**src/rtl/score_bcd_accum.sv**
```systemverilog
// rtl/score_bcd_accum.sv - 8-digit BCD score accumulator with atomic commit
//
// Adds BCD point awards to an 8-digit score one digit per cycle (ripple carry)
// in a shadow register, then commits the whole result to the digit outputs in
// a single cycle so the display never sees a partially carried value.
//
// Ports:
//   clk_1MHz              system clock, rising edge
//   rst                   asynchronous active-low reset
//   clr                   synchronous score clear (beats add_valid)
//   add_valid/add_ready   award handshake; transfer when both high
//   add_pts               award, 4*ADD_DIGITS bits BCD, [3:0] = units
//   busy                  high in ADD and COMMIT
//   ovf                   overflow indication
//   digit1out..digit8out  committed score, digit1out = least significant
//
// Optional feature macro: SCORE_SAT_EN
//   defined   : saturate at 99999999, ovf sticky until clr/reset
//   undefined : wrap modulo 10^8, ovf pulses for one cycle after COMMIT

module score_bcd_accum #(
  parameter int ADD_DIGITS = 2
) (
  input  logic                    clk_1MHz,
  input  logic                    rst,
  input  logic                    clr,
  input  logic                    add_valid,
  input  logic [4*ADD_DIGITS-1:0] add_pts,
  output logic                    add_ready,
  output logic                    busy,
  output logic                    ovf,
  output logic [3:0]              digit1out,
  output logic [3:0]              digit2out,
  output logic [3:0]              digit3out,
  output logic [3:0]              digit4out,
  output logic [3:0]              digit5out,
  output logic [3:0]              digit6out,
  output logic [3:0]              digit7out,
  output logic [3:0]              digit8out
);

  typedef enum logic [1:0] {S_IDLE, S_ADD, S_COMMIT} state_t;

  state_t      r_state;
  state_t      w_state_next;
  logic [31:0] r_shadow;
  logic [31:0] r_award;
  logic [31:0] r_digits;
  logic [2:0]  r_idx;
  logic        r_carry;
  logic        r_ovf;

  logic [31:0] w_award;
  logic [3:0]  w_sh_dig;
  logic [3:0]  w_aw_dig;
  logic [4:0]  w_sum;
  logic [3:0]  w_dig_next;

  // Award widened to 8 digits: each supplied nibble clamped to 9, upper
  // digits beyond ADD_DIGITS forced to 0.
  genvar g;
  for (g = 0; g < 8; g++) begin : g_award
    if (g < ADD_DIGITS) begin : g_in
      assign w_award[4*g +: 4] = (add_pts[4*g +: 4] > 4'd9) ? 4'd9 : add_pts[4*g +: 4];
    end else begin : g_pad
      assign w_award[4*g +: 4] = 4'd0;
    end
  end

  assign w_sh_dig = r_shadow[{r_idx, 2'b00} +: 4];
  assign w_aw_dig = r_award[{r_idx, 2'b00} +: 4];
  assign w_sum    = {1'b0, w_sh_dig} + {1'b0, w_aw_dig} + {4'd0, r_carry};
  // Sum is at most 19; subtracting 10 on the low nibble is exact modulo 16.
  assign w_dig_next = (w_sum > 5'd9) ? (w_sum[3:0] - 4'd10) : w_sum[3:0];

  // State register
  always_ff @(posedge clk_1MHz or negedge rst) begin
    if (!rst) begin
      r_state <= S_IDLE;
    end else begin
      r_state <= w_state_next;
    end
  end

  // Next-state logic
  always_comb begin
    w_state_next = r_state;
    if (clr) begin
      w_state_next = S_IDLE;
    end else begin
      case (r_state)
        S_IDLE:   if (add_valid) w_state_next = S_ADD;
        S_ADD:    if (r_idx == 3'd7) w_state_next = S_COMMIT;
        S_COMMIT: w_state_next = S_IDLE;
        default:  w_state_next = S_IDLE;
      endcase
    end
  end

  // Output logic
  always_comb begin
    add_ready = 1'b0;
    busy      = 1'b1;
    if (r_state == S_IDLE) begin
      add_ready = 1'b1;
      busy      = 1'b0;
    end
  end

  // Datapath
  always_ff @(posedge clk_1MHz or negedge rst) begin
    if (!rst) begin
      r_shadow <= 32'd0;
      r_award  <= 32'd0;
      r_digits <= 32'd0;
      r_idx    <= 3'd0;
      r_carry  <= 1'b0;
      r_ovf    <= 1'b0;
    end else if (clr) begin
      r_shadow <= 32'd0;
      r_award  <= 32'd0;
      r_digits <= 32'd0;
      r_idx    <= 3'd0;
      r_carry  <= 1'b0;
      r_ovf    <= 1'b0;
    end else begin
`ifndef SCORE_SAT_EN
      r_ovf <= 1'b0;
`endif
      case (r_state)
        S_IDLE: begin
          if (add_valid) begin
            r_award  <= w_award;
            r_shadow <= r_digits;
            r_idx    <= 3'd0;
            r_carry  <= 1'b0;
          end
        end
        S_ADD: begin
          r_shadow[{r_idx, 2'b00} +: 4] <= w_dig_next;
          r_carry <= (w_sum > 5'd9);
          r_idx   <= r_idx + 3'd1;
        end
        S_COMMIT: begin
`ifdef SCORE_SAT_EN
          // Once overflowed, every later award pins the score at all nines.
          if (r_carry || r_ovf) begin
            r_digits <= {8{4'd9}};
            r_ovf    <= 1'b1;
          end else begin
            r_digits <= r_shadow;
          end
`else
          r_digits <= r_shadow;
          r_ovf    <= r_carry;
`endif
        end
        default: ;
      endcase
    end
  end

  assign ovf       = r_ovf;
  assign digit1out = r_digits[3:0];
  assign digit2out = r_digits[7:4];
  assign digit3out = r_digits[11:8];
  assign digit4out = r_digits[15:12];
  assign digit5out = r_digits[19:16];
  assign digit6out = r_digits[23:20];
  assign digit7out = r_digits[27:24];
  assign digit8out = r_digits[31:28];

endmodule

```
**config.mk**
```make
export PLATFORM = sky130hd
export DESIGN_NAME = score_bcd_accum
export DESIGN_NICKNAME = d
export VERILOG_FILES = /design/src/rtl/score_bcd_accum.sv
export SDC_FILE = /design/constraint.sdc
export NUM_CORES = 1
export LEC_CHECK = 0
export ABC_AREA = 1
export BUFFER_PORTS_ARGS = -buffer_cell sky130_fd_sc_hd__buf_4
export CORE_ASPECT_RATIO = 0.9
export CORE_MARGIN = 4
export CORE_UTILIZATION = 55
export DETAILED_ROUTE_END_ITERATION = 8
export PLACE_DENSITY = 0.75
export SETUP_SLACK_MARGIN = 0.05
export SYNTH_ARGS = -nofsm -noshare
export SYNTH_HDL_FRONTEND = slang
export SYNTH_SLANG_ARGS = --single-unit
export TNS_END_PERCENT = 10
```
**constraint.sdc**
```tcl
create_clock -name clk_1MHz -period 8.2 [get_ports clk_1MHz]
set_clock_uncertainty 0.15 [all_clocks]
set_input_delay 1.64 -clock clk_1MHz [delete_from_list [all_inputs] [get_ports clk_1MHz]]
set_output_delay 1.64 -clock clk_1MHz [all_outputs]
set_load 0.01 [all_outputs]
```
Word-level counts from Yosys, hierarchy flattened
Index checks and enable logic that the tools add are counted.
{ "totals": {"reg_bits": 103} }
{ "classes": {"add_sub_neg": 5, "n_lt_le_gt_ge": 3, "n_eq_ne": 5, "shifts": 4, "muxes": 26, "n_reduce_logical": 8} }
{ "op_table": {"columns": ["cell", "count"], "rows": [
  ["$mux 32", 7],
  ["$pmux 32 s2", 1],
  ["$shiftx 32x6->4", 2],
  ["$bwmux 32", 1],
  ["$shift 4x7->32 const A", 1],
  ["$shiftx 4x7->32", 1],
  ["$mux 4", 3],
  ["$gt 4x4->1 const B", 2],
  ["$neg 5->7", 1],
  ["$mux 1", 6],
  ["$mux 2", 3],
  ["$mux 3", 2],
  ["$ne 3x3->1 const B", 2],
  ["$pmux 3 s2", 1],
  ["$reduce_and 2->1", 3],
  ["$reduce_bool 2->1", 3],
  ["$add 4x4->5", 1],
  ["$add 5x1->5", 1],
  ["$gt 5x4->1 const B", 1],
  ["$pmux 2 s2", 1],
  ["$sub 4x4->4 const B", 1],
  ["$add 3x1->3 const B", 1],
  ["$eq 3x3->1 const B", 1],
  ["$reduce_bool 3->1", 1],
  ["other kinds (4)", 4]
]} }

Longest topological paths before layout
Gate-level depths: netlist of run 1.
{ "depth": {"depth_word": 9, "depth_mapped": 23, "ltp_nobuf": 22} }

Least setup slack after synthesis of run 1
Ideal clock, no wire load.
{ "synth_timing": {"path_type": "register to register", "from": "register r_idx[0]", "to": "register r_shadow[11]", "setup_ns": 0.065, "arrival_ns": 3.063, "required_ns": 7.985, "path_slack_ns": 4.922, "stages_incl_launch_ff": 20, "path_buffers": 1, "period_less_slack_ns": 3.278, "path_cell_list": "dfrtp_1 > inv_2 > clkbuf_1 > o21ai_0 > nand3_1 > nand2_1 > fa_1 > inv_1 > fa_1 > inv_1 > ha_1 > nand2_1 > a21boi_1 > nand2_1 > nand2_2 > nand2_1 > nand4_1 > o21bai_1 > nand2_1 > nand2_1"} }
{ "synth_via": {"elab_chain_len": 9, "word_cells_on_any_way": 13, "classes_between": "add/sub (4); order compare (1); shift (4); mux (4)"} }
{ "synth_lines": {"columns": ["item", "line_no", "rtl"], "rows": [
  ["start, declared", "49", "logic [2:0] r_idx;"],
  ["start signal, assigned", "142", "r_idx <= r_idx + 3'd1;"],
  ["$shiftx 32x6->4 (on tied branches)", "70, 71", null],
  ["$add 4x4->5", "72", "assign w_sum = {1'b0, w_sh_dig} + {1'b0, w_aw_dig} + {4'd0, r_carry};"],
  ["$add 5x1->5", "72", null],
  ["$sub 4x4->4 or $gt 5x4->1 (tied branches)", "74", "assign w_dig_next = (w_sum > 5'd9) ? (w_sum[3:0] - 4'd10) : w_sum[3:0];"],
  ["$mux 4", "74", null],
  ["$shiftx 4x7->32", "140", "r_shadow[{r_idx, 2'b00} +: 4] <= w_dig_next;"],
  ["$bwmux 32 (*)", "140", null],
  ["$pmux 32 s2 (*)", "130", "case (r_state)"],
  ["$mux 32 (*)", "119", "end else if (clr) begin"],
  ["end signal, assigned", "134", "r_shadow <= r_digits;"],
  ["end signal, assigned by index", "140", null],
  ["end, declared", "46", "logic [31:0] r_shadow;"]
]} }
Every way passes the cells marked *; elsewhere a longest branch is shown, timed or not.
A chain may end at the register's enable or synchronous reset.

Worst setup path in the final report of run 1
Ends and elaborated chain as after synthesis.

==> results of run 1 <==
cells by family after synthesis:
| logic type | after synthesis | share of synthesized area (%) |
|---|---|---|
| fa+ha+maj | 13 | 4.00 |
| flops | 79 | 44.5 |
| compound gates | 113 | 14.9 |
| buf+inv | 101 | 8.81 |
| simple gates | 286 | 27.8 |
cell usage in the layout (no fill, tap or decap), types with 2 or more instances in the layout:
| master | instances |
|---|---|
| a31oi_1 | 2 |
| o21ai_1 | 2 |
| a21oi_1 | 18 |
| nand4_1 | 17 |
| inv_1 | 69 |
| a22oi_1 | 7 |
| inv_2 | 6 |
| o21bai_1 | 6 |
| nor2_4 | 2 |
| o21ai_0 | 50 |
| o31ai_1 | 3 |
| nor3_1 | 5 |
| nand2_2 | 3 |
| nand3_1 | 55 |
| o22ai_1 | 18 |
| clkinv_2 | 3 |
| clkinvlp_4 | 3 |
| nor2_1 | 53 |
| clkbuf_8 | 9 |
| buf_4 | 49 |
| nand2_1 | 144 |
| nor2_2 | 4 |
| fa_1 | 2 |
| ha_1 | 11 |
| clkinv_1 | 2 |
| o211ai_1 | 2 |
| dfrtp_1 | 79 |
per-stage QoR:
| step | instances | hold WS (ns) | setup WS, ns | total power, mW |
|---|---|---|---|---|
| after global routing | 729 | 0.404 | 3.54 | 0.907 |
| after detailed placement | 713 | 0.345 | 4.06 | 0.612 |
| after CTS | 729 | 0.366 | 4.01 | 0.868 |
| final | 729 | 0.364 | 3.93 | 0.869 |
| after floorplan | 592 | 0.315 | 4.92 | 0.548 |
| after global placement | 713 | 0.342 | 4.19 | 0.607 |
routing by layer:
layer  wire length (um)  track usage (%)  vias up
met1               5860             41.7     1996
li1                   -                -     2014
met3               1030             5.52       26
met2               5710             41.7      192
met5                  0                0        -
met4                225             6.69        0
where the power goes:
| group | switching [mW] | internal [mW] |
|---|---|---|
| clock | 0.151 | 0.108 |
| sequential | 0.00799 | 0.395 |
| combinational | 0.150 | 0.0567 |
| total | 0.309 | 0.560 |
worst reg2reg max path, cell delays in order, from the launching register on:
cell	delay (ns)
dfrtp_1	0.85
inv_2	0.36
a21oi_1	0.22
o21ai_0	0.13
nand3_1	0.10
nand2_1	0.08
fa_1	0.38
inv_1	0.11
fa_1	0.46
inv_1	0.10
ha_1	0.19
nand2_1	0.05
a21boi_1	0.13
nand2_1	0.11
nand2_2	0.08
nand2_1	0.17
nand4_1	0.15
o21bai_1	0.24
nand2_1	0.08
nand2_1	0.06
flip-flops by register name, indices dropped and copies added, names as in the netlist:
name	cells
ovf	1
r_digits	32
r_award	8
r_idx	3
r_state	2
r_shadow	32
r_carry	1
worst max-delay path by stage:
stage                         endpoint  slack [ns]  cells past startpoint
after floorplan           r_shadow[11]        4.92                     19
after global placement    r_shadow[11]        4.19                     19
after detailed placement  r_shadow[11]        4.06                     19
after CTS                 r_shadow[11]        4.01                     19
after global routing      r_shadow[11]        3.54                     19
final                     r_shadow[11]        3.93                     19
final cells by class:
| cell class | count | area, um^2 | area share [%] |
|---|---|---|---|
| repair buffers | 49 | 368 | 7.36 |
| multi-input cells | 412 | 2080 | 41.6 |
| flip-flops and latches | 79 | 1980 | 39.6 |
| inverters | 77 | 289 | 5.78 |
| clock inverters | 6 | 37.5 | 0.751 |
| clock buffers | 10 | 128 | 2.55 |
| well taps | 96 | 120 | 2.40 |
==> reports/metrics.cfg, run 1 <==
[placement]
dpl_cell_area_mm2 = 0.00483
io_buffers = 46
dpl.hpwl_um = 9180
gp_congestion = 0.984

[floorplan]
core_mm2 = 0.00769
die_y_um = 93.3
die-width_um = 103
start_util_pct = 57.8
rows = 30
io_pins = 47
die-area_mm2 = 0.00958

[sta]
rsz0062_at_grt = false
tns_ns = 0
relSlewSlack_pct = 34.2
fin_crit_sh_pct = 52.1
fin_crit_ns = 4.27
worst_slew_pin_slew_ns = 0.988
fmax_ghz = 0.234
slew_violations = 0
hold_viol = 0
finalSetupViolations = 0

[setup_path]
crit_type = flip-flop to flip-flop
r2r_cells = 19
cp_slowest_cell = dfrtp_1
cp-end-kind = flip-flop
cp_slowest_stage_delay_ns = 0.85
path_max_fanout = 26
worstPathArrival_ns = 4.42
start_kind = flip-flop
critPathLaunch = r_idx[0]
rr_endpoint = r_shadow[11]
crit_chain = inv_2, a21oi_1, o21ai_0, nand3_1, nand2_1, fa_1, inv_1, fa_1, inv_1, ha_1, nand2_1, a21boi_1, nand2_1, nand2_2, nand2_1, nand4_1, o21bai_1, nand2_1, nand2_1
crit_buf_inv = 3
cp_common_cell = nand2_1
cp_top_family = adder cells
r2r_start = r_idx[0]
cp.required_ns = 8.35
setup.reg_to_reg.worst_slack_ns = 3.93

[pwr]
ir_worst_vdd_mv = 0.106
leakage_nw = 2.58
power.density_mw_per_mm2 = 174

[route]
wire_per_inst_um = 17.6
vias = 4228
drc = 0
ant_nets = 0
wirelength_um = 12800
drt_iter0_drc = 323
routed_via_density = 5.80
drt_first_pass_iters = 7

[status]
status = complete, no violations

[synth]
synth-edff-count = 0
synthCells = 592
synthTopCellsByArea = dfrtp_1 44%, nand2_1 12%, nand3_1 6.2%, inv_1 5.8%, o21ai_0 5.6%
ys.flop_type = dfrtp_1
ys_seq_area_share_pct = 44.5
synth_common_cells = 144 x nand2_1, 79 x dfrtp_1, 69 x inv_1
synthArstFlopShare_pct = 100
synth.avg_cell_area_um2 = 7.51
synth_seq_cells = 79
yosys.area.top_type = dfrtp_1
yosysMostFrequentCell = nand2_1
synthDistinctLibCells = 35
mappedNetlistNets = 617
syn-cell-area_mm2 = 0.00444
netlist.area_leader.share_pct = 44.5
ys_warn_count = 0

[global_routing]
grt_pass1_vias = 3814
grt_usage_pct = 27.9
grt_overflow = 0
antenna_found_initial = 0
grt_pass1_wl_um = 20500
grt_max_degree = 80

[flow_run]
maxCapViolCount = 0

[clocking]
post_cts_buffers = 0
clock_latency_ns = 0.36
cts_buffers = 9
cts_tree = built
clk_pin_slew_ns = 0.09
htreeDepth = 3
ctsLongestPathBuffers = 2
root_buffer = clkbuf_8
ctsResizeCount = 0
ctsHoldBuffers = 0
cts_num_sinks = 79

[hold_path]
hold_class = flip-flop to flip-flop
hp-start = r_shadow[19]
whs_path_depth = 2
min_to = r_digits[19]

[finish]
num-nets-final = 653
drive_gt1_share_pct = 13.3
syn_to_final_growth_pct = 12.4
fill_cells = 705
antenna_cells = 0
fin_util_pct = 64.9
stdcell_area_mm2 = 0.00500

(Power assumes the default switching activity.)
==> run 2: changes to the inputs <==
Settings changed: CORE_UTILIZATION 55 to 53, PLACE_DENSITY 0.75 to 0.76.
Clock period 8.2 ns to 3.8 ns, I/O delays scaled along.
==> run 2 against run 1 <==
Flip-flop and latch count unchanged. Hold slack better by 0.0082 ns. Core utilization down 1.4 points. Final area up 3.1%. Combinational power up 140%. Die area up 3.5%. Critical endpoint is now r_shadow[17]. Largest power group unchanged.
==> reports/metrics.cfg, run 2 (same netlist as run 1, synthesis figures left out) <==
[sta]
hold_viol = 0  ; unchanged
relSlewSlack_pct = 34.5  ; +0.35 points
finalSetupViolations = 0  ; unchanged
slew_violations = 0  ; unchanged
fin_crit_ns = 3.59  ; -0.677 ns
fmax_ghz = 0.278  ; +19%
worst_slew_pin_slew_ns = 0.982  ; -0.00525 ns
tns_ns = 0  ; unchanged
finalWorstSetupSlack_ns = 0.208  ; -3.72 ns
fin_crit_sh_pct = 94.5  ; +42 points
rsz0062_at_grt = true

[pwr]
power.density_mw_per_mm2 = 404  ; +130%
leakage_nw = 2.66  ; +3.0%
ir_worst_vdd_mv = 0.252  ; +140%

[status]
status = complete, no violations

[clocking]
cts_buffers = 9  ; unchanged
clk_pin_slew_ns = 0.09  ; about the same
cts_num_sinks = 79  ; unchanged
post_cts_buffers = 0  ; unchanged
htreeDepth = 3  ; unchanged
clock_latency_ns = 0.36  ; about the same
ctsLongestPathBuffers = 2  ; unchanged
cts_tree = built
root_buffer = clkbuf_8

[route]
drt_iter0_drc = 378  ; +17%
wire_per_inst_um = 17.8  ; +1.3%
vias = 4274  ; +1.1%
routed_via_density = 5.77  ; -0.55%
drt_first_pass_iters = 5  ; -2
drc = 0  ; unchanged
ant_nets = 0  ; unchanged
wirelength_um = 13200  ; +3.0%

[flow_run]
maxCapViolCount = 0  ; unchanged

[finish]
num-nets-final = 662  ; +1.4%
syn_to_final_growth_pct = 15.9
drive_gt1_share_pct = 15.0  ; +1.7 points
final_common_cell = nand2_1
top_regs = r_digits: 32 flops, r_shadow: 32 flops, r_award: 8 flops
final_cell_mix = 143 x nand2_1, 79 x dfrtp_1, 68 x inv_1, 57 x buf_4, 55 x nand3_1
antenna_cells = 0  ; unchanged

[setup_path]
crit_type = flip-flop to flip-flop
path_max_fanout = 25  ; -3.8%
cp.required_ns = 3.90  ; -4.45 ns
start_kind = flip-flop
cp-end-kind = flip-flop
worstPathArrival_ns = 3.69  ; -0.73 ns
r2r_cells = 20  ; +1

[global_routing]
grt_pass1_wl_um = 21700  ; +6.1%
grt_usage_pct = 28.1  ; +0.14 points
antenna_found_initial = 0  ; unchanged
grt_overflow = 0  ; unchanged
grt_max_degree = 80  ; unchanged
grt_pass1_vias = 4067  ; +6.6%

[floorplan]
die_y_um = 94.9  ; +1.7%
rows = 31  ; +3.3%
die-area_mm2 = 0.00992  ; +3.5%
core_mm2 = 0.00811  ; +5.3%
start_util_pct = 54.8  ; -2.9 points
io_pins = 47  ; unchanged
die-width_um = 105  ; +1.7%

[placement]
dpl.hpwl_um = 9700  ; +5.7%
gp_congestion = 0.967  ; -1.7%
place_ws_ns = 0.272  ; -3.78 ns
io_buffers = 46  ; unchanged

[hold_path]
whs_path_depth = 2  ; unchanged
hold_class = flip-flop to flip-flop

-- run 2: changes by cell type in the layout (fill, tap and decap cells not counted), moves of 2 or more --
cell / delta
clkinvlp_4: -2
buf_4: +8
clkbuf_8: +2
clkinv_2: -3
bufinv_16: +2
-- run 2: power breakdown --
part	switching (mW)	total (mW)	internal (mW)
logic	0.352	0.488	0.136
clock network	0.323	0.732	0.409
registers	0.00944	0.861	0.852
total	0.684	2.08	1.40
-- run 2: worst paths after layout --
path                              start           end  slack, ns
max reg2reg                    r_idx[0]  r_shadow[17]       0.21
max                            r_idx[0]  r_shadow[17]       0.21
max in group asynchronous           rst  r_shadow[11]       2.44
min reg2reg                r_shadow[29]  r_shadow[29]       0.37
min in group asynchronous           rst   r_digits[0]       0.39
min                        r_shadow[29]  r_shadow[29]       0.37
-- run 2: area by class of cell --
type / instances / area [um^2]
timing repair buffer: 58 / 439
clock buffer: 12 / 155
clock inverter: 4 / 76.3
fill: 717 / 2960
multi-input combinational: 412 / 2090
tap: 99 / 124
inverter: 77 / 292
sequential: 79 / 1980
-- run 2: metrics by stage --
step           hold slack [ns]  cell area (um^2)  power (mW)  std cells  utilization, %
2_1_floorplan            0.314              4440        1.18        592               -
3_3_place_gp             0.343              4900        1.32        725            60.5
3_5_place_dp             0.348              4900        1.34        725            60.5
4_1_cts                  0.370              5130        2.07        741            63.3
5_1_grt                  0.392              5150        2.17        741            63.5
6_report                 0.372              5150        2.08        741            63.5
-- run 2: worst max-delay path, cell delays in order (launching register included) --
cell and delay, ns:
dfrtp_1 0.42, buf_6 0.19, a21oi_1 0.15, o21ai_0 0.10, nand3_1 0.09, nand2_1 0.07
fa_1 0.40, inv_2 0.09, fa_1 0.42, inv_1 0.11, ha_2 0.20, nand2_1 0.05
a21boi_1 0.14, nand2_1 0.12, nand2_2 0.09, nand2_1 0.10, nand2_2 0.18, nand3_1 0.13
o21ai_0 0.11, nand2_1 0.10, nand2_1 0.05
-- run 2: repair_timing --
item	in CTS	in global routing
resized for setup	0	6
hold buffers	0	0
endpoints found under the setup margin	0	22
-- run 2: routing by layer --
layer | GRT usage [%] | vias up | share of wire [%]
met5 | 0 | - | 0
met3 | 5.19 | 17 | 8.3
met2 | 42.8 | 179 | 44
met4 | 7.42 | 0 | 1.0
met1 | 41.2 | 2039 | 46
li1 | - | 2039 | -
==> run 3: changes to the inputs <==
--- a/config.mk
+++ b/config.mk
@@ -12,5 +12,5 @@
 export CORE_UTILIZATION = 53
 export DETAILED_ROUTE_END_ITERATION = 8
-export PLACE_DENSITY = 0.76
+export PLACE_DENSITY = 0.83
 export SETUP_SLACK_MARGIN = 0.05
 export SYNTH_ARGS = -nofsm -noshare
--- a/constraint.sdc
+++ b/constraint.sdc
@@ -3,3 +3,3 @@
 set_input_delay 0.76 -clock clk_1MHz [delete_from_list [all_inputs] [get_ports clk_1MHz]]
 set_output_delay 0.76 -clock clk_1MHz [all_outputs]
-set_load 0.01 [all_outputs]
+set_load 0.02 [all_outputs]
==> run 3 against run 2 <==
Flip-flop and latch count stayed put. Final area shrank 0.73%. Routed wire length shrank 3.7%. Global-route usage is 1.1 points lower. Non-clock buffer count did not move. Power down 5.4%. Clock-buffer cell count fell by 1. Maximum frequency up 3.3%. First-iteration DRC count grew 19%. Largest power group unchanged. Highest routed layer unchanged.
==> reports/metrics.cfg, run 3 (same netlist as run 1, synthesis figures left out) <==
[finish]
drive_gt1_share_pct = 15.1  ; +0.16 points
top_regs = r_digits: 32 flops, r_shadow: 32 flops, r_award: 8 flops
final_cell_mix = 143 x nand2_1, 78 x dfrtp_1, 69 x inv_1, 58 x buf_4, 55 x nand3_1
fill_cells = 715  ; -0.28%
final_common_cell = nand2_1
num-nets-final = 662  ; unchanged
syn_to_final_growth_pct = 15.1
antenna_cells = 0  ; unchanged

[floorplan]
core_mm2 = 0.00811  ; unchanged
rows = 31  ; unchanged
die_y_um = 94.9  ; unchanged
start_util_pct = 54.8  ; unchanged
die-area_mm2 = 0.00992  ; unchanged
die-width_um = 105  ; unchanged
io_pins = 47  ; unchanged

[setup_path]
crit_chain = buf_4, a21oi_1, o21ai_0, nand3_1, nand2_1, fa_1, inv_1, fa_1, inv_1, ha_1, nand2_1, a21boi_1, nand2_1, nand2_2, nand2_2, nand4_1, o21bai_2, nand2_1, nand2_1
rr_endpoint = r_shadow[7]
cp_slowest_stage_delay_ns = 0.46  ; +0.04 ns
path_max_fanout = 11  ; -56%
cp_common_cell = nand2_1
cp-end-kind = flip-flop
setup.reg_to_reg.worst_slack_ns = 0.32  ; +0.12 ns
crit_type = flip-flop to flip-flop
cp.required_ns = 3.95  ; +0.05 ns
worstPathArrival_ns = 3.63  ; -0.06 ns
r2r_cells = 19  ; -5.0%
start_kind = flip-flop
cp_slowest_cell = fa_1
r2r_start = r_idx[1]

[status]
status = complete, no violations

[clocking]
ctsLongestPathBuffers = 2  ; unchanged
root_buffer = clkbuf_8
clock_latency_ns = 0.36  ; about the same
htreeDepth = 3  ; unchanged
cts_num_sinks = 79  ; unchanged
ctsHoldBuffers = 0  ; unchanged
post_cts_buffers = 0  ; unchanged
cts_buffers = 9  ; unchanged
clk_pin_slew_ns = 0.09  ; about the same
cts_tree = built

[sta]
worst_hold_slack_ns = 0.368  ; -0.00473 ns
worst_slew_pin_slew_ns = 0.997  ; +0.0149 ns
finalSetupViolations = 0  ; unchanged
tns_ns = 0  ; unchanged
fin_crit_sh_pct = 91.5  ; -3.0 points
slew_violations = 0  ; unchanged
rsz0062_at_grt = false
relSlewSlack_pct = 33.5  ; -1.0 points
fmax_ghz = 0.288  ; +3.3%
hold_viol = 0  ; unchanged
fin_crit_ns = 3.48  ; -0.115 ns

[pwr]
leakage_nw = 2.64  ; -0.65%
power.density_mw_per_mm2 = 385  ; -4.7%
ir_worst_vdd_mv = 0.244  ; -3.2%

[route]
ant_nets = 0  ; unchanged
drt_iter0_drc = 451  ; +19%
drt_first_pass_iters = 5  ; unchanged
routed_via_density = 5.81  ; +0.77%
wirelength_um = 12700  ; -3.7%
drc = 0  ; unchanged
wire_per_inst_um = 17.2  ; -3.7%
vias = 4307  ; +0.77%

[global_routing]
grt_overflow = 0  ; unchanged
grt_pass1_wl_um = 20900  ; -3.8%
antenna_found_initial = 0  ; unchanged
grt_usage_pct = 27.0  ; -1.1 points
grt_max_degree = 80  ; unchanged
grt_pass1_vias = 4106  ; +0.96%

[hold_path]
hold_class = flip-flop to flip-flop
min_to = r_digits[19]
hp-start = r_shadow[19]
whs_path_depth = 2  ; unchanged

[flow_run]
maxCapViolCount = 0  ; unchanged

[placement]
dpl.hpwl_um = 9160  ; -5.5%
io_buffers = 46  ; unchanged
gp_congestion = 0.995  ; +2.8%

-- run 3: final cells by class --
class                      count  area (um^2)  share of cell area, %
timing repair buffer          58          435                   8.51
tap                           99          124                   2.42
multi-input combinational    412         2080                   40.8
inverter                      77          293                   5.73
sequential                    79         1980                   38.7
clock buffer                  11          141                   2.76
clock inverter                 5         57.6                   1.13
-- run 3: how the worst max path moves through the flow --
stage	start	to	slack (ns)	depth (start not counted)
floorplan	r_idx[0]	r_shadow[11]	0.52	19
global placement	r_idx[0]	r_shadow[7]	0.34	19
finish	r_idx[1]	r_shadow[7]	0.32	19
CTS	r_idx[0]	r_shadow[7]	0.20	19
global route	r_idx[1]	r_shadow[25]	0.05	20
detailed placement	r_idx[0]	r_shadow[7]	0.23	19
-- run 3: timing repair --
item	4_1_cts	5_1_grt
gates resized for setup	0	4
setup endpoints to repair	0	17
endpoints found under the hold margin	0	0
-- run 3: report_power, final --
group	internal (mW)	total (mW)	switching, mW
Clock	0.321	0.642	0.322
Sequential	0.852	0.863	0.0107
Combinational	0.131	0.462	0.331
Total	1.30	1.97	0.663
-- run 3: stage by stage --
step / util, % / worst slack [ns] / instances / total power, mW / area (um^2)
after floorplan: - / 0.522 / 592 / 1.18 / 4440
after global placement: 60.5 / 0.338 / 725 / 1.32 / 4900
after detailed placement: 60.5 / 0.226 / 725 / 1.33 / 4900
after CTS: 62.9 / 0.198 / 741 / 1.97 / 5100
after global routing: 63.1 / 0.0541 / 741 / 2.07 / 5110
final: 63.1 / 0.323 / 741 / 1.97 / 5110
-- run 3: worst max-delay path: cells and delay by family, from the launching register on --
kind,cells,cell delay [ns]
compound gates,4,0.57
fa+ha+maj,3,1.05
buf+inv,3,0.41
flops,1,0.41
simple gates,9,0.83
-- run 3: per-layer routing --
| layer | global-route usage [%] | routed length [um] | vias to the layer above |
|---|---|---|---|
| li1 | - | - | 2036 |
| met1 | 38.3 | 5600 | 2053 |
| met2 | 42.1 | 5710 | 193 |
| met3 | 4.72 | 1140 | 25 |
| met4 | 8.97 | 279 | 0 |
| met5 | 0 | 0 | - |
